--- config.mk ---
export PLATFORM = sky130hd
export DESIGN_NAME = pb_adr_sequencer
export DESIGN_NICKNAME = d
export VERILOG_FILES = /design/src/rtl/pb_adr_sequencer.sv
export SDC_FILE = /design/constraint.sdc
export NUM_CORES = 1
export LEC_CHECK = 0
export BUFFER_PORTS_ARGS = -buffer_cell sky130_fd_sc_hd__buf_2
export CELL_PAD_IN_SITES_DETAIL_PLACEMENT = 0
export CELL_PAD_IN_SITES_GLOBAL_PLACEMENT = 1
export CORE_MARGIN = 2
export CORE_UTILIZATION = 30
export CTS_BUF_LIST = sky130_fd_sc_hd__clkbuf_4 sky130_fd_sc_hd__clkbuf_8
export DETAILED_ROUTE_END_ITERATION = 16
export PLACE_DENSITY = 0.65
export REMOVE_ABC_BUFFERS = 1
export SKIP_LAST_GASP = 1
export SLEW_MARGIN = 5
export SYNTH_ARGS = -nofsm -noshare
export SYNTH_HDL_FRONTEND = slang
export SYNTH_SLANG_ARGS = --single-unit
--- constraint.sdc ---
create_clock -name clk -period 6.4 [get_ports clk]
set_input_delay 0.96 -clock clk [delete_from_list [all_inputs] [get_ports clk]]
set_output_delay 0.96 -clock clk [all_outputs]
set_load 0.02 [all_outputs]
--- src/rtl/pb_adr_sequencer.sv ---
// pb_adr_sequencer: register-programmed pixel-buffer address generator.
// A slave bus programs START, COUNT and STRIDE, then a GO write starts the
// sequence. The block then emits COUNT addresses START, START+STRIDE, ...
// (modulo 2^ADDR_W) over a valid/ready handshake, one address per accepted cycle.
//
// Ports
//   clk, reset_n        clock, asynchronous active-low reset
//   address[1:0]        register select: 0 START, 1 COUNT, 2 STRIDE, 3 CTRL/STATUS
//   chipselect, write_n slave select and active-low write strobe
//   writedata[31:0]     write data
//   readdata[31:0]      combinational read data; unused bits read as zero
//   out_addr[ADDR_W]    current address (registered)
//   addr_valid          out_addr is valid (registered)
//   addr_ready          consumer accepts out_addr when high together with addr_valid
//   irq                 completion interrupt, present only with PB_ADR_SEQ_IRQ_EN
//
// Build option: define PB_ADR_SEQ_IRQ_EN for the sticky completion interrupt.
module pb_adr_sequencer #(
  parameter int unsigned ADDR_W = 15,
  parameter int unsigned CNT_W  = 16
) (
  input  logic              clk,
  input  logic              reset_n,
  input  logic [1:0]        address,
  input  logic              chipselect,
  input  logic              write_n,
  input  logic [31:0]       writedata,
  output logic [31:0]       readdata,
  output logic [ADDR_W-1:0] out_addr,
  output logic              addr_valid,
  input  logic              addr_ready
`ifdef PB_ADR_SEQ_IRQ_EN
  ,
  output logic              irq
`endif
);

  localparam logic [1:0] REG_START  = 2'd0;
  localparam logic [1:0] REG_COUNT  = 2'd1;
  localparam logic [1:0] REG_STRIDE = 2'd2;
  localparam logic [1:0] REG_CTRL   = 2'd3;

  typedef enum logic [1:0] {ST_IDLE, ST_LOAD, ST_RUN} state_t;

  state_t              state_q, state_d;
  logic [ADDR_W-1:0]   start_q, stride_q;
  logic [CNT_W-1:0]    count_q;
  logic [ADDR_W-1:0]   cur_q, cur_d;
  logic [ADDR_W-1:0]   stride_sh_q, stride_sh_d;
  logic [CNT_W-1:0]    rem_q, rem_d;
  logic                done_q, done_d;
  logic                valid_q, valid_d;
  logic                done_set_c;
  logic                irq_pend;

  // Bus write decode; CTRL bits are pulses and are never stored
  logic wr_c, go_c, abort_c, xfer_c;
  assign wr_c    = chipselect && !write_n;
  assign go_c    = wr_c && (address == REG_CTRL) && writedata[0];
  assign abort_c = wr_c && (address == REG_CTRL) && writedata[1];
  assign xfer_c  = valid_q && addr_ready;

  // Programming registers; writes while busy only matter at the next LOAD
  always_ff @(posedge clk or negedge reset_n) begin
    if (!reset_n) begin
      start_q  <= '0;
      count_q  <= '0;
      stride_q <= '0;
    end else if (wr_c) begin
      if (address == REG_START)  start_q  <= writedata[ADDR_W-1:0];
      if (address == REG_COUNT)  count_q  <= writedata[CNT_W-1:0];
      if (address == REG_STRIDE) stride_q <= writedata[ADDR_W-1:0];
    end
  end

  // FSM state register
  always_ff @(posedge clk or negedge reset_n) begin
    if (!reset_n) state_q <= ST_IDLE;
    else          state_q <= state_d;
  end

  // Next-state and datapath next values
  always_comb begin
    state_d     = state_q;
    cur_d       = cur_q;
    rem_d       = rem_q;
    stride_sh_d = stride_sh_q;
    done_d      = done_q;
    valid_d     = valid_q;
    done_set_c  = 1'b0;
    case (state_q)
      ST_IDLE: begin
        // ABORT in the same write discards GO
        if (go_c && !abort_c) state_d = ST_LOAD;
      end
      ST_LOAD: begin
        if (abort_c) begin
          state_d = ST_IDLE;
        end else begin
          cur_d       = start_q;
          rem_d       = count_q;
          stride_sh_d = stride_q;
          if (count_q == '0) begin
            state_d    = ST_IDLE;
            done_d     = 1'b1;
            done_set_c = 1'b1;
          end else begin
            state_d = ST_RUN;
            done_d  = 1'b0;
            valid_d = 1'b1;
          end
        end
      end
      ST_RUN: begin
        if (xfer_c) begin
          cur_d = cur_q + stride_sh_q;
          rem_d = rem_q - CNT_W'(1);
          if (rem_q == CNT_W'(1)) begin
            state_d = ST_IDLE;
            valid_d = 1'b0;
            if (!abort_c) begin
              done_d     = 1'b1;
              done_set_c = 1'b1;
            end
          end
        end
        if (abort_c) begin
          state_d = ST_IDLE;
          valid_d = 1'b0;
        end
      end
      default: begin
        state_d = ST_IDLE;
        valid_d = 1'b0;
      end
    endcase
  end

  // Datapath registers
  always_ff @(posedge clk or negedge reset_n) begin
    if (!reset_n) begin
      cur_q       <= '0;
      rem_q       <= '0;
      stride_sh_q <= '0;
      done_q      <= 1'b0;
      valid_q     <= 1'b0;
    end else begin
      cur_q       <= cur_d;
      rem_q       <= rem_d;
      stride_sh_q <= stride_sh_d;
      done_q      <= done_d;
      valid_q     <= valid_d;
    end
  end

  assign out_addr   = cur_q;
  assign addr_valid = valid_q;

`ifdef PB_ADR_SEQ_IRQ_EN
  // Sticky completion interrupt; a new completion beats a coincident clear
  logic irq_clr_c;
  logic irq_pend_q;
  assign irq_clr_c = wr_c && (address == REG_CTRL) && writedata[2];

  always_ff @(posedge clk or negedge reset_n) begin
    if (!reset_n)        irq_pend_q <= 1'b0;
    else if (done_set_c) irq_pend_q <= 1'b1;
    else if (irq_clr_c)  irq_pend_q <= 1'b0;
  end

  assign irq_pend = irq_pend_q;
  assign irq      = irq_pend_q;
`else
  logic unused_done_set;
  assign irq_pend        = 1'b0;
  assign unused_done_set = done_set_c;
`endif

  // Upper write-data bits beyond the register widths are ignored
  logic unused_wdata;
  assign unused_wdata = ^writedata;

  // Combinational read mux
  always_comb begin
    readdata = '0;
    case (address)
      REG_START:  readdata = 32'(start_q);
      REG_COUNT:  readdata = 32'(count_q);
      REG_STRIDE: readdata = 32'(stride_q);
      REG_CTRL:   readdata = {16'(rem_q), 13'd0, irq_pend, done_q, (state_q != ST_IDLE)};
      default:    readdata = '0;
    endcase
  end

endmodule

==> out/qor.yml, run 1 <==
status:
  status: "finished, final reports clean"
timing:
  post-route-period-util_pct: 57.36
  setup_viol: 0
  finClkSkew_ps: 11.77
  finalSetupTns_ps: 0
  max_slew.worst_pin.slew_ps: 1147
  layout_min_cycle_time_ps: 3671
  report.final.slew_viol_count: 0
  slew_headroom_pct: 23.42
  rsz0062_at_grt: "false"
  hold_viol: 0
  fmax_ghz: 0.2724
yosys:
  avgSynthCellArea_um2: 10.31
  seq_area_frac_synth_pct: 45.18
  netlist_area_um2: 5318
  synth_seq_cells: 96
  yosysWarnings: 0
  yosys-top-cells-area: "dfrtp_1, mux2_2, ha_1, a21oi_1, o21ai_0"
  synth_cell_types: 62
  ys_async_sr_fraction_pct: 100.0
  synth_top_area_share_pct: 45.18
  ys.flop_type: "dfrtp_1"
  synth_edf_count: 0
  synthCells: 516
  synth_top_area_cell: "dfrtp_1"
floorplanning:
  io_pins: 87
  core_area_um2: 17300
  die_area_um2: 18810
  initial_core_util_pct: 30.74
  die_w_um: 137.1
  rows: 48
  die_h_um: 137.1
route:
  vias_per_cell: 5.246
  first_pass_iters: 4
  drc_errors: 0
  drtIter0Drc: 263
  wl_per_cell_um: 18.86
  num_vias: 4249
  postRouteAntennaNets: 0
  totalWireLength_mm: 15.27
worst_setup_path:
  worst_setup_path_end_kind: "output pin"
  start_kind: "input pin"
  crit_type: "input pin to output pin"
  worst-path-max-fanout: 21
  worstPathArrival_ps: 2710
  cp.required_ps: 5440
finish:
  fin_util_pct: 35.44
  seq_area_um2: 2402
  nets: 636
  antennaDiodeCount: 0
  fillers: 1791
  drive_above_1_share_pct: 30.43
  multi_input_area_um2: 2796
  syn_to_final_growth_pct: 15.27
  final_cells: 810
global_routing:
  grt_pass1_wl_mm: 23.87
  grt_max_degree: 60
  grtUsageTotal_pct: 17.05
  overflow: 0
  antenna_found_initial: 0
  grt_pass1_vias: 4218
cts:
  clockRootBuffer: "clkbuf_8"
  clockBufferDepth: 2
  clk_pin_slew_ps: 110
  postCtsSetupRepairBufs: 0
  cts_hold_repair.buffers: 0
  cts-resized-gates: 0
  numCtsBuffers: 9
  ctsHtreeMaxLevel: 3
  insertion_delay_ps: 390
  cts.sinks: 96
  cts_tree: "built"
placed_design:
  gp_congestion: 0.8462
  port_buffers: 70
  dpl.hpwl_mm: 10.83
  placed_cells: 794
power:
  power.density_nw_per_um2: 332.6
  total_power_mw: 2.039
  ir_worst_vdd_mv: 0.1223
  leakagePower_nw: 2.864
job:
  drv_cap: 0
worst_hold_path:
  hp-class: "flop to flop"
==> layout make-up <==
| class | instances | share of cell area [%] |
|---|---|---|
| flip-flops and latches | 96 | 39.19 |
| clock buffers | 9 | 2.021 |
| multi-input cells | 387 | 45.62 |
| well taps | 225 | 4.593 |
| repair buffers | 79 | 6.859 |
| inverters | 7 | 0.4287 |
| clock inverters | 7 | 1.286 |
==> critical path: stages <==
cell     delay [ps]
buf_2           270
buf_4           300
nor2b_1         420
buf_4           290
nand2_1          70
o21ai_0         140
buf_2           230
==> where the power goes <==
group	internal (mW)	total, mW	leakage (nW)	switching (mW)
combinational	0.292	0.693	1.56	0.400
clock	0.186	0.430	0.0982	0.245
sequential	0.752	0.916	1.21	0.164
total	1.23	2.04	2.86	0.808
==> flip-flops by register name (all words and copies together), names as in the netlist <==
signal	count
done_q	1
stride_q	15
out_addr	15
start_q	15
rem_q	16
stride_sh_q	15
addr_valid	1
count_q	16
state_q	2
==> path summary, 6_finish.rpt <==
path,from,endpoint,slack (ps),depth (start not counted)
setup / recovery,address[0],readdata[12],2730,7
hold / removal,stride_q[1]$_DFFE_PN0P_,stride_sh_q[1]$_DFFE_PN0P_,510,2
setup reg to reg,out_addr[0]$_DFFE_PN0P_,out_addr[14]$_DFFE_PN0P_,3760,9
hold reg to reg,stride_q[1]$_DFFE_PN0P_,stride_sh_q[1]$_DFFE_PN0P_,510,2
max in group asynchronous,reset_n,stride_sh_q[10]$_DFFE_PN0P_,4710,2
min in group asynchronous,reset_n,stride_q[3]$_DFFE_PN0P_,520,1
==> cell usage in the layout, fill, tap and decap left out, types with 3 or more instances in the layout <==
master / instances
a21oi_1: 38
or2_2: 4
clkbuf_8: 9
nor4_1: 6
nor3_1: 11
dfrtp_1: 96
buf_2: 69
o21ai_2: 3
a211oi_1: 4
nor2b_1: 5
inv_1: 7
a31oi_1: 11
nor2_1: 30
mux2i_1: 18
ha_1: 16
and3_1: 16
a21o_1: 6
a22oi_1: 6
nand2_1: 50
buf_4: 10
o21ai_0: 38
xor2_1: 7
mux2_2: 61
nand2b_1: 5
nand4_1: 3
nand3_1: 5
==> metrics by stage <==
stage / instance area [µm²] / worst slack (ps) / hold WS (ps)
floorplan: 5209 / 3426 / 453.9
global placement: 5927 / 2716 / 481.7
detailed placement: 5927 / 2738 / 486.2
CTS: 6130 / 2740 / 511.4
global route: 6130 / 2656 / 544.8
finish: 6130 / 2729 / 508.9
==> layer usage <==
metal	part of all wire (%)	vias up	track usage, %
met4	3.4	0	8.419
met5	0	-	0
met2	46	111	26.81
met3	4.9	33	2.815
met1	46	2091	22.72
li1	-	2014	-
==> kinds of logic (layout without fill, tap and decap cells) <==
kind of cell / Yosys count / after routing / synth area share (%)
AO/OA/AOI/OAI: 128 / 128 / 15.01
AND/OR/NAND/NOR: 152 / 152 / 14.49
flip-flops: 96 / 96 / 45.18
adder cells (fa/ha/maj): 17 / 17 / 4.141
multiplexers: 81 / 81 / 17.15
buffers and inverters: 33 / 102 / 2.541
XOR/XNOR: 9 / 9 / 1.482
==> synth_stat cells (3+ instances only) <==
library cell	number
nand2_1	50
or2_2	4
inv_1	7
ha_1	16
nand3_1	5
nand2b_1	5
buf_2	9
o21ai_0	38
nor4_1	6
xor2_1	7
nor3_1	11
mux2_2	61
a22oi_1	6
a31oi_1	11
a211oi_1	4
a21o_1	6
a21oi_1	38
and3_1	16
nand4_1	3
dfrtp_1	96
nor2_1	30
clkbuf_1	15
mux2i_1	18
nor2b_1	5
No activity file was read; power rests on OpenSTA's default activity.
==> inputs of run 2 (changes only) <==
--- a/config.mk
+++ b/config.mk
@@ -12,7 +12,7 @@
 export CORE_UTILIZATION = 30
 export CTS_BUF_LIST = sky130_fd_sc_hd__clkbuf_4 sky130_fd_sc_hd__clkbuf_8
 export DETAILED_ROUTE_END_ITERATION = 16
-export PLACE_DENSITY = 0.65
+export PLACE_DENSITY = 0.67
 export REMOVE_ABC_BUFFERS = 1
 export SKIP_LAST_GASP = 1
 export SLEW_MARGIN = 5
==> constraint.sdc (replaced) <==
create_clock -name clk -period 3.3 [get_ports clk]
set_input_delay 0.495 -clock clk [delete_from_list [all_inputs] [get_ports clk]]
set_output_delay 0.495 -clock clk [all_outputs]
set_load 0.02 [all_outputs]
==> out/qor.yml, run 2 (synthesis gave the netlist of run 1 again) <==
status:
  status: "finished, final reports clean"
cts:
  clk_pin_slew_ps: 100  # about the same
  ctsHtreeMaxLevel: 3  # unchanged
  cts_tree: "built"
  cts.sinks: 96  # unchanged
  clockRootBuffer: "clkbuf_8"
  cts-resized-gates: 0  # unchanged
  cts_hold_repair.buffers: 0  # unchanged
  clockBufferDepth: 2  # unchanged
  numCtsBuffers: 9  # unchanged
  postCtsSetupRepairBufs: 0  # unchanged
  insertion_delay_ps: 390  # about the same
global_routing:
  busiest_layer: "met2"
  grtUsageMet2_pct: 27.42  # +0.61 points
  overflow: 0  # unchanged
  grt_pass1_vias: 4270  # +1.2%
  grtUsageMet3_pct: 2.259  # -0.56 points
  antenna_found_initial: 0  # unchanged
  grt_max_degree: 97  # +62%
  grtUsageTotal_pct: 17.09  # +0.035 points
  grt_pass1_wl_mm: 24.23  # +1.5%
  grtUsageMet1_pct: 23.91  # +1.2 points
worst_setup_path:
  cp.required_ps: 3610  # -1830 ps
  crit_type: "flop to flop"
  worstPathArrival_ps: 2890  # +180 ps
  start_kind: "flop"
  worst_setup_path_end_kind: "flop"
  worst-path-max-fanout: 6  # -71%
timing:
  setup_viol: 0  # unchanged
  fmax_ghz: 0.3871
  hold_viol: 0  # unchanged
  fin_ws_ps: 716.7  # -2012 ps
  finClkSkew_ps: 13.19  # +1.425 ps
  report.final.slew_viol_count: 0  # unchanged
  max_slew.worst_pin.slew_ps: 1155  # +7.093 ps
  post-route-period-util_pct: 78.28
  finalSetupTns_ps: 0  # unchanged
  rsz0062_at_grt: "false"
  layout_min_cycle_time_ps: 2583
  slew_headroom_pct: 23.02  # -0.40 points
floorplanning:
  core_area_um2: 17300  # unchanged
  die_w_um: 137.1  # unchanged
  die_h_um: 137.1  # unchanged
  io_pins: 87  # unchanged
  rows: 48  # unchanged
  die_area_um2: 18810  # unchanged
  initial_core_util_pct: 30.74  # unchanged
route:
  vias_per_cell: 5.204  # -0.80%
  drtIter0Drc: 267  # +1.5%
  first_pass_iters: 4  # unchanged
  drc_errors: 0  # unchanged
  postRouteAntennaNets: 0  # unchanged
  wl_per_cell_um: 18.71  # -0.75%
  num_vias: 4236  # -0.31%
  totalWireLength_mm: 15.23  # -0.26%
power:
  power.density_nw_per_um2: 635.0  # +91%
  ir_worst_vdd_mv: 0.2391  # +96%
  leakagePower_nw: 2.884  # +0.71%
finish:
  layout_common_cells: "dfrtp_1, buf_2, mux2_2"
  final_common_cell: "dfrtp_1"
  fillers: 1782  # -0.50%
  syn_to_final_growth_pct: 15.55
  drive_above_1_share_pct: 30.90  # +0.47 points
  nets: 640  # +0.63%
  top_regs: "count_q (16), rem_q (16)"
  antennaDiodeCount: 0  # unchanged
  fin_util_pct: 35.53  # +0.087 points
placed_design:
  port_buffers: 70  # unchanged
  post-place-ws_ps: 689.9  # -2048 ps
  dpl.hpwl_mm: 10.77  # -0.54%
  gp_congestion: 0.8313  # -1.8%
worst_hold_path:
  hp-class: "input pin to async pin"
job:
  drv_cap: 0  # unchanged
[run 2: changes by cell type in the layout (fill, tap and decap cells not counted), moves of 2 or more]
cell	before	now
buf_4	10	13
clkbuf_8	9	11
inv_6	2	0
clkbuf_4	0	3
clkinvlp_4	2	0
[run 2: critical path, stage by stage, from the launching register on]
cell and delay (ps):
dfrtp_1 380, ha_1 200, inv_1 60, fa_1 390
and2b_1 240, o21ai_2 80, o21ai_2 300, a2111oi_0 200
or4_1 500, a31oi_1 170
[run 2: area by class of cell]
type                       instances  area (µm²)  share of cell area, %
multi-input combinational        387        2784                  45.31
sequential                        96        2402                  39.10
timing repair buffer              83       462.9                  7.534
tap                              225       281.5                  4.582
clock buffer                      14       173.9                  2.830
inverter                           7       26.28                 0.4276
clock inverter                     2       13.76                 0.2240
[run 2: path summary, 6_finish.rpt]
| kind | slack, ps | cells past startpoint | end | start |
|---|---|---|---|---|
| hold / removal | 160 | 2 | start_q[4]$_DFFE_PN0P_ | reset_n |
| min in group clk | 350 | 2 | count_q[15]$_DFFE_PN0P_ | writedata[15] |
| setup reg to reg | 720 | 9 | out_addr[14]$_DFFE_PN0P_ | out_addr[0]$_DFFE_PN0P_ |
| max in group asynchronous | 2750 | 2 | count_q[10]$_DFFE_PN0P_ | reset_n |
| setup / recovery | 720 | 9 | out_addr[14]$_DFFE_PN0P_ | out_addr[0]$_DFFE_PN0P_ |
| hold reg to reg | 510 | 2 | done_q$_DFFE_PN0P_ | done_q$_DFFE_PN0P_ |
[run 2: routing by layer]
| metal | wire (µm) | up-vias |
|---|---|---|
| li1 | - | 2022 |
| met1 | 7176 | 2115 |
| met2 | 7180 | 87 |
| met3 | 694 | 12 |
| met4 | 183 | 0 |
| met5 | 0 | - |
[run 2: per-stage QoR]
step	area [µm²]	total power, mW	hold slack (ps)	instances
after floorplan	5209	2.646	199.4	490
after global placement	5957	3.109	486.4	798
after detailed placement	5957	3.148	487.5	798
after CTS	6145	3.937	169.5	814
after global routing	6145	4.163	194.0	814
final	6145	3.902	159.7	814
[run 2: power by group]
group / internal (mW) / total [mW] / switching [mW] / leakage (nW)
clock: 0.342 / 0.775 / 0.432 / 0.101
combinational: 0.570 / 1.35 / 0.778 / 1.58
sequential: 1.46 / 1.78 / 0.319 / 1.21
